--- src/rtl/car_pkg.sv ---
// Shared types and codes for the line-following car: FSM states, tracker codes,
// wheel direction codes, motor modes and the registered drive-output bundle.
package car_pkg;

    typedef enum logic [2:0] {
        ST_IDLE   = 3'd0,
        ST_FOLLOW = 3'd1,
        ST_TURN_L = 3'd2,
        ST_TURN_R = 3'd3,
        ST_SEARCH = 3'd4,
        ST_OBST   = 3'd5,
        ST_HALT   = 3'd6
    } state_e;

    typedef enum logic {
        SIDE_L = 1'b0,
        SIDE_R = 1'b1
    } side_e;

    localparam logic [1:0] TRK_LEFT     = 2'b00;
    localparam logic [1:0] TRK_RIGHT    = 2'b01;
    localparam logic [1:0] TRK_STRAIGHT = 2'b10;
    localparam logic [1:0] TRK_LOST     = 2'b11;

    localparam logic [1:0] DIR_FWD  = 2'b10;
    localparam logic [1:0] DIR_REV  = 2'b01;
    localparam logic [1:0] DIR_STOP = 2'b00;

    localparam logic [2:0] MODE_OFF  = 3'd0;
    localparam logic [2:0] MODE_SLOW = 3'd1;
    localparam logic [2:0] MODE_MED  = 3'd2;
    localparam logic [2:0] MODE_FAST = 3'd3;

    typedef struct packed {
        logic [1:0] left;
        logic [1:0] right;
        logic [2:0] mode;
        logic       halted;
    } drive_t;

    // Wheel/motor pattern for a state; SEARCH spins toward the last turn taken.
    function automatic drive_t decode_drive(input state_e st, input side_e side);
        drive_t d;
        d = '{left: DIR_STOP, right: DIR_STOP, mode: MODE_OFF, halted: 1'b0};
        case (st)
            ST_FOLLOW: begin
                d.left  = DIR_FWD;
                d.right = DIR_FWD;
                d.mode  = MODE_FAST;
            end
            ST_TURN_L: begin
                d.right = DIR_FWD;
                d.mode  = MODE_SLOW;
            end
            ST_TURN_R: begin
                d.left = DIR_FWD;
                d.mode = MODE_SLOW;
            end
            ST_SEARCH: begin
                d.left  = (side == SIDE_L) ? DIR_REV : DIR_FWD;
                d.right = (side == SIDE_L) ? DIR_FWD : DIR_REV;
                d.mode  = MODE_SLOW;
            end
            ST_HALT: d.halted = 1'b1;
            default: ;
        endcase
        return d;
    endfunction

endpackage

--- src/rtl/car_dwell_timer.sv ---
// Saturating dwell/timeout counter shared by the turn, search and obstacle states.
// 'reached' is high once the count has arrived at (or saturated past) the limit.
module car_dwell_timer #(
    parameter int CNT_W = 27
) (
    input  logic             clk,
    input  logic             rst,
    input  logic             clr,
    input  logic             inc,
    input  logic [CNT_W-1:0] limit,
    output logic             reached
);

    localparam logic [CNT_W-1:0] ONE = {{(CNT_W-1){1'b0}}, 1'b1};

    logic [CNT_W-1:0] cnt_q;
    logic [CNT_W-1:0] cnt_d;

    always_comb begin
        cnt_d = cnt_q;
        if (clr)
            cnt_d = '0;
        else if (inc && (cnt_q != '1))
            cnt_d = cnt_q + ONE;
    end

    always_ff @(posedge clk) begin
        if (rst)
            cnt_q <= '0;
        else
            cnt_q <= cnt_d;
    end

    assign reached = (cnt_q >= limit);

endmodule

--- src/rtl/car_drive_ctrl.sv ---
// Motion sequencer for the line-following car: registered FSM with turn dwell,
// lost-line search, obstacle hold/resume and search-timeout halt.
module car_drive_ctrl
    import car_pkg::*;
#(
    parameter int CNT_W      = 27,
    parameter int TURN_MIN   = 50_000,
    parameter int SEARCH_MAX = 100_000_000,
    parameter int RESUME_DLY = 25_000_000
) (
    input  logic       clk,
    input  logic       rst,
    input  logic       enable,
    input  logic       stop,
    input  logic [1:0] track,
    output logic [1:0] left,
    output logic [1:0] right,
    output logic [2:0] mode,
    output logic [2:0] fsm_state,
    output logic       halted
);

    localparam longint CNT_SPAN = longint'(1) << CNT_W;

    if (TURN_MIN < 1 || longint'(TURN_MIN) >= CNT_SPAN ||
        SEARCH_MAX < 1 || longint'(SEARCH_MAX) >= CNT_SPAN ||
        RESUME_DLY < 1 || longint'(RESUME_DLY) >= CNT_SPAN) begin : g_bad_params
        $error("car_drive_ctrl: timing parameters must be in 1 .. 2**CNT_W-1");
    end

    localparam logic [CNT_W-1:0] TURN_LIM   = CNT_W'(TURN_MIN - 1);
    localparam logic [CNT_W-1:0] SEARCH_LIM = CNT_W'(SEARCH_MAX - 1);
    localparam logic [CNT_W-1:0] RESUME_LIM = CNT_W'(RESUME_DLY - 1);

    state_e           state_q, state_d;
    side_e            side_q, side_d;
    drive_t           drv_q, drv_d;
    logic             cnt_clr;
    logic             cnt_inc;
    logic             cnt_reached;
    logic [CNT_W-1:0] cnt_limit;

    always_comb begin
        case (state_q)
            ST_SEARCH: cnt_limit = SEARCH_LIM;
            ST_OBST:   cnt_limit = RESUME_LIM;
            default:   cnt_limit = TURN_LIM;
        endcase
    end

    // Priority: !enable, then stop (only in moving states), then per-state rules.
    always_comb begin
        state_d = state_q;
        if (!enable) begin
            state_d = ST_IDLE;
        end else if (stop && (state_q inside {ST_FOLLOW, ST_TURN_L, ST_TURN_R, ST_SEARCH})) begin
            state_d = ST_OBST;
        end else begin
            case (state_q)
                ST_IDLE: state_d = ST_FOLLOW;
                ST_FOLLOW: begin
                    case (track)
                        TRK_LEFT:  state_d = ST_TURN_L;
                        TRK_RIGHT: state_d = ST_TURN_R;
                        TRK_LOST:  state_d = ST_SEARCH;
                        default:   state_d = ST_FOLLOW;
                    endcase
                end
                ST_TURN_L: begin
                    if (cnt_reached) begin
                        case (track)
                            TRK_STRAIGHT: state_d = ST_FOLLOW;
                            TRK_RIGHT:    state_d = ST_TURN_R;
                            TRK_LOST:     state_d = ST_SEARCH;
                            default:      state_d = ST_TURN_L;
                        endcase
                    end
                end
                ST_TURN_R: begin
                    if (cnt_reached) begin
                        case (track)
                            TRK_STRAIGHT: state_d = ST_FOLLOW;
                            TRK_LEFT:     state_d = ST_TURN_L;
                            TRK_LOST:     state_d = ST_SEARCH;
                            default:      state_d = ST_TURN_R;
                        endcase
                    end
                end
                ST_SEARCH: begin
                    if (track != TRK_LOST)
                        state_d = ST_FOLLOW;
                    else if (cnt_reached)
                        state_d = ST_HALT;
                end
                ST_OBST: begin
                    if (!stop && cnt_reached)
                        state_d = ST_FOLLOW;
                end
                default: state_d = state_q;
            endcase
        end
    end

    always_comb begin
        side_d = side_q;
        if (state_d == ST_TURN_L)
            side_d = SIDE_L;
        else if (state_d == ST_TURN_R)
            side_d = SIDE_R;
    end

    // Every state change restarts the dwell count; a present obstacle restarts the resume window.
    always_comb begin
        cnt_clr = (state_d != state_q) || ((state_q == ST_OBST) && stop);
        cnt_inc = state_q inside {ST_TURN_L, ST_TURN_R, ST_SEARCH, ST_OBST};
        drv_d   = decode_drive(state_d, side_d);
    end

    car_dwell_timer #(
        .CNT_W (CNT_W)
    ) u_dwell_timer (
        .clk     (clk),
        .rst     (rst),
        .clr     (cnt_clr),
        .inc     (cnt_inc),
        .limit   (cnt_limit),
        .reached (cnt_reached)
    );

    always_ff @(posedge clk) begin
        if (rst) begin
            state_q <= ST_IDLE;
            side_q  <= SIDE_L;
            drv_q   <= '{left: DIR_STOP, right: DIR_STOP, mode: MODE_OFF, halted: 1'b0};
        end else begin
            state_q <= state_d;
            side_q  <= side_d;
            drv_q   <= drv_d;
        end
    end

    assign left      = drv_q.left;
    assign right     = drv_q.right;
    assign mode      = drv_q.mode;
    assign halted    = drv_q.halted;
    assign fsm_state = state_q;

endmodule

--- config.mk ---
export PLATFORM = sky130hd
export DESIGN_NAME = car_drive_ctrl
export DESIGN_NICKNAME = d
export VERILOG_FILES = /design/src/rtl/car_pkg.sv /design/src/rtl/car_dwell_timer.sv /design/src/rtl/car_drive_ctrl.sv
export SDC_FILE = /design/constraint.sdc
export NUM_CORES = 1
export LEC_CHECK = 0
export ABC_CLOCK_PERIOD_IN_PS = 3700
export CAP_MARGIN = 20
export CORE_ASPECT_RATIO = 0.7
export CORE_UTILIZATION = 40
export DETAILED_ROUTE_END_ITERATION = 10
export GPL_TIMING_DRIVEN = 0
export HOLD_SLACK_MARGIN = 0.02
export MAX_ROUTING_LAYER = met4
export PLACE_DENSITY = 0.56
export SETUP_SLACK_MARGIN = 0.5
export SLEW_MARGIN = 20
export SYNTH_ARGS = -nofsm -noshare
export SYNTH_HDL_FRONTEND = slang
export SYNTH_SLANG_ARGS = --single-unit
--- constraint.sdc ---
create_clock -name clk -period 3.7 [get_ports clk]
set_input_delay 0.74 -clock clk [delete_from_list [all_inputs] [get_ports clk]]
set_output_delay 0.74 -clock clk [all_outputs]
set_load 0.1 [all_outputs]
==> qor.csv <==
metric,value,unit
setup TNS,0,ns
share of post-route cells with drive strength above 1,29.4,%
PwrDens,281,nW/µm²
TritonCTS buffer count,5,
final hold violation count,0,
area of the die,7450,µm²
total power,1.07,mW
synthesized area per cell,8.59,µm²
final instance area,3810,µm²
sequential area share after synthesis,26.8,%
Worst Hold Depth,1,
Rel. slew slack,34.5,%
"non-filler cells, final",472,
CP Capture Type,flip-flop,
"flops & latches, synth",38,
Tmin final,3.22,ns
Mapped Cells,331,
dpl hpwl,5.71,mm
DP Cell Count,440,
status,"complete, no violations",
most frequent cells in the layout,"dfxtp_1, xnor2_1, nor4_2, nor2_1, buf_4",
Clock Path Buffers,2,
"Setup violations, final",0,
Leak,1.21,nW
Worst EP required,3.89,ns
RSZ-0062 raised after global routing,true,
vias in the first global route,2433,
"EDFF count, synth",0,
Startpoint Class,primary input,
global-route wire length before repair,13.0,mm
max-cap violations,0,
ANT cells,0,
routed length per placed instance,17.5,µm
antenna violations before repair,0,
total global-route track usage,24.0,%
crit path DAT,3.40,ns
syn_nets,354,
first drt pass iteration count,5,
die width,103,µm
H-Tree Depth,2,
Via density,5.81,
share of synthesized registers carrying an async set or reset,0,%
crit-path max FO,5,
"most common cell after layout, fill and taps aside",dfxtp_1,
fin crit share,87.0,%
ANT nets after route,0,
routability cong.,0.846,
initial core utilization,41.7,%
height of the die,72.5,µm
CTS tree,yes,
DP Area,3260,µm²
top cell type's share of synthesized area,26.8,%
peak supply drop,164,µV
FP Rows,25,
"area leader, netlist",dfxtp_1,
clock sink count,38,
Worst Hold Class,reg2reg,
P&R area growth vs syn,33.9,%
clock latency on the worst-skew pair,0.30,ns
Ys Warns,0,
count of cell types in the netlist,58,
Setup Crit Path Kind,in2reg,
fmax,311,MHz
Ports,17,
drt drc,0,
final slew viol count,0,
layout net count,400,
ys flop type,dfxtp_1,
clk slew on worst S/H paths,0.09,ns
Post-Syn Area,2840,µm²
port bufs,15,
total grt overflow,0,
Layout fillers,627,
Clock Skew,0.00774,ns
Detailed Route Iter0 Violations,164,
vias post-DR,2741,
Core Box Area,6820,µm²
CTS Root Cell,clkbuf_8,
ranking of synthesized cells by area,"dfxtp_1, nor4_2, xnor2_1",
worst reg-to-reg path cell count,14,
total wire length,8.26,mm
pin count of the biggest net entering global routing,14,
Worst-Margin Slew,0.980,ns
[cell type report]
class / count / area [µm²] / share of cell area (%)
multi-input cells: 255 / 2160 / 56.7
flip-flops and latches: 38 / 772 / 20.3
repair buffers: 39 / 382 / 10.0
plain buffers: 20 / 163 / 4.27
well taps: 94 / 118 / 3.09
inverters: 18 / 78.8 / 2.07
clock buffers: 5 / 68.8 / 1.81
clock inverters: 3 / 68.8 / 1.81
[layer usage]
metal / global-route usage, % / share of wire, % / vias up
li1: - / - / 1321
met1: 37.6 / 52 / 1322
met2: 31.3 / 40 / 90
met3: 3.56 / 6.7 / 8
met4: 5.32 / 0.71 / 0
met5: - / 0 / -
[path summary, 6_finish.rpt]
path | from | to | slack, ns
setup / recovery | track[0] | u_dwell_timer.cnt_q[1]$_SDFFE_PP0P_ | 0.48
hold / removal | side_q$_SDFF_PP0_ | left[0]$_SDFF_PP0_ | 0.48
setup reg to reg | fsm_state[1]$_SDFF_PP0_ | u_dwell_timer.cnt_q[1]$_SDFFE_PP0P_ | 0.49
hold reg to reg | side_q$_SDFF_PP0_ | left[0]$_SDFF_PP0_ | 0.48
[stage by stage]
step                      util, %  hold slack, ns  setup slack, ns
final                        55.8           0.480            0.483
after global routing         55.8           0.518            0.388
after CTS                    53.9           0.482            0.501
after detailed placement     47.8           0.468           -0.297
after global placement       47.8           0.476           -0.263
after floorplan                 -           0.439            0.459
[synth_stat cells (2+ instances only)]
cell,number
nand2b_1,4
o211ai_1,3
nand4b_1,2
a211o_1,2
nor4_1,20
o211a_1,2
o31ai_1,3
a31oi_1,2
buf_6,7
and3_1,2
buf_2,5
nand4_1,9
nand3_1,12
nand2_1,20
xnor2_1,27
inv_1,17
or3_1,7
a21oi_1,13
nand3b_1,2
dfxtp_1,38
ha_1,17
o21ai_0,10
clkbuf_1,7
nor4_2,21
o21bai_1,2
nor2_1,20
a21o_1,4
and3b_1,2
nor3_1,21
o21ai_1,2
[cells by family after synthesis]
group,synth area share (%)
xor gates and xnor gates,8.63
muxes,0.836
buffers and inverters,7.22
AOI/OAI and AO/OA,15.0
DFF,26.8
and+or+nand+nor,33.9
other,0.132
adders and majority gates,7.48
[worst max-delay path: stages]
cell and delay, ns:
clkdlybuf4s50_1 0.50, inv_1 0.09, ha_1 0.22, a2111oi_2 0.45
nand2b_1 0.13, o211a_4 0.28, o311ai_4 0.31, mux2i_4 0.34
buf_12 0.16, buf_6 0.12, nor4_1 0.05
[power breakdown]
| group | switching [mW] | internal [mW] |
|---|---|---|
| logic | 0.135 | 0.0726 |
| clock network | 0.175 | 0.271 |
| registers | 0.00287 | 0.412 |
[registers in the layout, summed over array words and instances, names as in the netlist]
register and cells:
halted 1, mode 2, u_dwell_timer.cnt_q 27, left 2, fsm_state 3, right 2, side_q 1
[what timing repair did]
action                                  in CTS  in global routing
hold buffers                                 0                  0
gates cloned                                 3                  0
resized for setup                           29                 18
endpoints found under the setup margin      36                 31
pin swaps                                    9                  5
setup buffers                               15                  6
No activity file was read; power rests on OpenSTA's default activity.
